File: src/rtl/pico_mc_alu.sv
// picoMIPS execute stage: single-cycle add/sub/li plus an N-cycle shift-add multiply.
// Define PICO_SIGNED_MUL_EN for saturating signed Q1.(N-1) fractional multiply.
module pico_mc_alu #(
  parameter int N = 8
) (
  input  logic         clk,
  input  logic         reset,
  input  logic         start,
  input  logic [2:0]   op,
  input  logic [N-1:0] a,
  input  logic [N-1:0] b,
  input  logic [N-1:0] imm,
  output logic [N-1:0] result,
  output logic         we,
  output logic         busy,
  output logic         zero
);

  typedef enum logic {IDLE, MUL} state_t;

  localparam int CW = $clog2(N + 1);

  state_t          state;
  logic [CW-1:0]   count;
  logic [N-1:0]    mcand;
  logic [N-1:0]    mplier;
  logic [2*N-1:0]  acc;
  logic [2*N-1:0]  acc_nxt;
  logic [N:0]      psum;
  logic [N-1:0]    alu_res;
  logic [N-1:0]    mul_res;
  logic [N-1:0]    mul_a;
  logic [N-1:0]    mul_b;
  logic            alu_wr;
  logic            is_mul;

  assign busy = (state == MUL);

  always_comb begin
    alu_res = '0;
    alu_wr  = 1'b0;
    is_mul  = 1'b0;
    unique case (op)
      3'b000: begin alu_res = a + b;   alu_wr = 1'b1; end
      3'b001: begin alu_res = a + imm; alu_wr = 1'b1; end
      3'b010: begin alu_res = a - b;   alu_wr = 1'b1; end
      3'b011: begin alu_res = a - imm; alu_wr = 1'b1; end
      3'b100: is_mul = 1'b1;
      3'b101: is_mul = 1'b1;
      3'b110: begin alu_res = imm;     alu_wr = 1'b1; end
      default: ;
    endcase
  end

  // Accumulate into the upper half, then shift the whole product right.
  always_comb begin
    psum    = {1'b0, acc[2*N-1:N]} + (mplier[0] ? {1'b0, mcand} : '0);
    acc_nxt = {psum, acc[N-1:1]};
  end

  assign mul_b = op[0] ? b : imm;

`ifdef PICO_SIGNED_MUL_EN
  logic           neg;
  logic [2*N-1:0] sprod;
  logic           sat;

  assign mul_a = a[N-1] ? -a : a;

  always_comb begin
    sprod   = neg ? -acc_nxt : acc_nxt;
    sat     = !neg && acc_nxt[2*N-2];
    mul_res = sat ? {1'b0, {(N-1){1'b1}}} : sprod[2*N-2:N-1];
  end

  always_ff @(posedge clk) begin
    if (!reset)
      neg <= 1'b0;
    else if (state == IDLE && start && is_mul)
      neg <= a[N-1] ^ mul_b[N-1];
  end
`else
  assign mul_a   = a;
  assign mul_res = acc_nxt[2*N-1:N];
`endif

  always_ff @(posedge clk) begin
    if (!reset) begin
      state  <= IDLE;
      count  <= '0;
      mcand  <= '0;
      mplier <= '0;
      acc    <= '0;
      result <= '0;
      we     <= 1'b0;
      zero   <= 1'b0;
    end else begin
      we <= 1'b0;
      unique case (state)
        IDLE: begin
          if (start && is_mul) begin
            mcand  <= mul_a;
`ifdef PICO_SIGNED_MUL_EN
            mplier <= mul_b[N-1] ? -mul_b : mul_b;
`else
            mplier <= mul_b;
`endif
            acc    <= '0;
            count  <= CW'(N);
            state  <= MUL;
          end else if (start && alu_wr) begin
            result <= alu_res;
            zero   <= (alu_res == '0);
            we     <= 1'b1;
          end
        end
        MUL: begin
          acc    <= acc_nxt;
          mplier <= mplier >> 1;
          count  <= count - 1'b1;
          if (count == CW'(1)) begin
            result <= mul_res;
            zero   <= (mul_res == '0);
            we     <= 1'b1;
            state  <= IDLE;
          end
        end
        default: state <= IDLE;
      endcase
    end
  end

endmodule

File: config.mk
export PLATFORM = sky130hd
export DESIGN_NAME = pico_mc_alu
export DESIGN_NICKNAME = d
export VERILOG_FILES = /design/src/rtl/pico_mc_alu.sv
export SDC_FILE = /design/constraint.sdc
export NUM_CORES = 1
export LEC_CHECK = 0
export ABC_AREA = 1
export BUFFER_PORTS_ARGS = -buffer_cell sky130_fd_sc_hd__buf_2
export CORE_MARGIN = 2
export CORE_UTILIZATION = 40
export DETAILED_ROUTE_END_ITERATION = 10
export PLACE_DENSITY = 0.71
export SLEW_MARGIN = 30
export SYNTH_ARGS = -nofsm -noshare
export SYNTH_HDL_FRONTEND = slang
export SYNTH_SLANG_ARGS = --single-unit
File: constraint.sdc
create_clock -name clk -period 2.54 [get_ports clk]
set_input_delay 0.508 -clock clk [delete_from_list [all_inputs] [get_ports clk]]
set_output_delay 0.508 -clock clk [all_outputs]
set_load 0.005 [all_outputs]
==> results_dict.tcl <==
set metrics [dict create \
    post-place-cells 643 \
    hpwl_um 7500 \
    cts_buffers 5 \
    drc 0 \
    synth_nets 521 \
    synthToLayoutAreaGrowth_pct 31.9 \
    critPathRequiredTime_ns 2.74 \
    setup_violations 1 \
    grt_pass1_vias 3212 \
    final_cells 659 \
    ys_types 39 \
    ant_nets 0 \
    num_antenna_cells 0 \
    die_w_um 90.0 \
    dr.pass1.iters 4 \
    slew_viol_final 0 \
    syn_area_um2 2960 \
    n_fill_cell 741 \
    crit_type "input pin to flop" \
    irDropWorstVdd_mv 0.304 \
    grt_overflow 0 \
    synth-seq-area-share_pct 26.4 \
    fin_area_um2 3900 \
    hold_class "flop to flop" \
    dieArea_um2 8090 \
    fmax_mhz 391 \
    critPathLaunchType "input pin" \
    worstSetupEndpointType "flop" \
    path_clk_slew_ns 0.08 \
    wl_per_cell_um 14.4 \
    postCtsHoldBufs 0 \
    layout-drive-gt1-share_pct 27.5 \
    fin_setup_tns_ns -0.0202 \
    violations "negative setup slack" \
    final_cell_mix "nand2_1, inv_1, buf_4" \
    dr.first_iter.drc_count 244 \
    rsz0062_at_grt "true" \
    power.density_nw_per_um2 421 \
    final_common_cell "nand2_1" \
    cts_root_buffer "clkbuf_8" \
    viasPerCell 5.18 \
    clk_path_buf_depth 2 \
    cap_violations 0 \
    hold_viol_final 0 \
    period_needed_ns 2.56 \
    synth_warnings 0 \
    rows 31 \
    cts_tree "done" \
    ys_ff_latch 39 \
    grt.total_usage_pct 23.3 \
    gp_congestion 0.929 \
    worst_slew_pin_slew_ns 0.728 \
    post-route-util_pct 54.0 \
    wirelength_um 9500 \
    syn_inst 470 \
    maxSlewHeadroom_pct 51.4 \
    worst_slack_ns -0.0202 \
    antenna_found_initial 0 \
    finalCritPeriodShare_pct 101 \
    arrival_ns 2.76 \
    leakagePower_nw 1.95 \
    die_h_um 90.0 \
    status "finished, violations left" \
    port_buffers 40 \
    htreeDepth 2 \
    worstPathMaxFanout 4 \
    skew_ns 0.00690 \
    core-area_um2 7210 \
    grt_pass1_wl_um 15300 \
    fin_nets 610 \
    place_area_um2 3600 \
    grt_max_degree 22 \
    clock-sinks 39 \
    insertion_delay_ns 0.29 \
    synth.avg_cell_area_um2 6.29 \
    power.total_mw 1.64 \
    vias 3411 \
    start_util_pct 41.0 \
    ios 41 \
]
==> critical path, cell delays in order <==
cell     delay, ns
buf_2         0.10
inv_2         0.05
ha_4          0.16
nand2_4       0.08
inv_4         0.05
nor3_2        0.19
o31ai_2       0.08
ha_1          0.34
buf_4         0.16
buf_4         0.14
nand3_1       0.07
nand2_1       0.08
nand2_1       0.07
nand2_1       0.06
o21ai_2       0.19
inv_1         0.05
nand2_1       0.08
nor3_2        0.04
nand3_1       0.08
nand3_1       0.08
nand2_1       0.07
inv_1         0.03
==> metrics by stage <==
stage / hold WS (ns) / worst slack (ns)
global placement: 0.454 / -0.389
finish: 0.470 / -0.0202
floorplan: 0.440 / -0.0537
CTS: 0.473 / 0.00194
detailed placement: 0.461 / -0.406
global route: 0.482 / -0.261
==> power breakdown <==
group	total (mW)	switching (mW)	internal, mW
Clock	0.411	0.219	0.192
Sequential	0.662	0.0200	0.642
Combinational	0.568	0.319	0.249
==> layout make-up <==
cell class / count / area (um2) / area share, %
sequential: 39 / 781 / 20.0
inverter: 76 / 298 / 7.64
clock buffer: 6 / 72.6 / 1.86
clock inverter: 2 / 12.5 / 0.321
tap: 99 / 124 / 3.18
multi-input combinational: 341 / 1960 / 50.4
timing repair buffer: 96 / 647 / 16.6
==> state kept, by name, summed over array words and instances, names as in the netlist <==
| name | count |
|---|---|
| busy | 1 |
| count | 4 |
| mplier | 8 |
| mcand | 8 |
| acc | 8 |
| result | 8 |
| zero | 1 |
| we | 1 |
==> repair_timing <==
action / CTS / global route
pin swaps: 15 / 28
setup endpoints to repair: 4 / 6
resized for setup: 16 / 36
buffers inserted: 5 / 3
==> metal layers <==
layer | track usage [%] | vias up | part of all wire (%)
li1 | - | 1729 | -
met1 | 30.5 | 1581 | 46
met2 | 41.2 | 86 | 48
met3 | 2.68 | 15 | 3.9
met4 | 5.00 | 0 | 1.7
met5 | 0 | - | 0
==> synth_stat cells (all sizes together) <==
cell type	instances	area [um2]
a31oi	10	62.6
or3	1	6.26
nor2	42	168
o21ai	46	230
fa	2	40.0
a21oi	33	173
o211ai	4	30.0
nand4	8	50.1
nor3	9	50.1
clkbuf	6	22.5
xor2	4	35.0
a311oi	2	17.5
nand2	113	427
nand3b	1	7.51
or2	2	12.5
inv	75	284
o221ai	3	26.3
ha	19	238
nand2b	1	6.26
clkinv	1	3.75
buf	8	46.3
nand3	31	168
a221oi	1	8.76
o22ai	5	31.3
dfxtp	39	781
a211oi	2	15.0
o2111ai	1	8.76
o31ai	1	7.51
==> logic make-up (layout without fill, tap and decap cells) <==
kind of cell	count (synthesis)	in the layout	share of synthesized area, %
DFF	39	39	26.4
buffers and inverters	90	180	12.1
xor gates and xnor gates	4	4	1.19
and+or+nand+nor	208	208	30.3
adders and majority gates	21	21	9.40
AOI/OAI and AO/OA	108	108	20.7
==> final timing paths <==
| check | from | end | slack, ns | cells after the start |
|---|---|---|---|---|
| worst max-delay path | imm[0] | zero$_SDFFE_PN0P_ | -0.02 | 22 |
| worst min-delay path | acc[8]$_SDFFE_PN0P_ | acc[8]$_SDFFE_PN0P_ | 0.47 | 2 |
| worst max register to register | mplier[0]$_SDFFE_PN0P_ | zero$_SDFFE_PN0P_ | 0.30 | 16 |
| worst min register to register | acc[8]$_SDFFE_PN0P_ | acc[8]$_SDFFE_PN0P_ | 0.47 | 2 |
No activity file was read; power rests on OpenSTA's default activity.
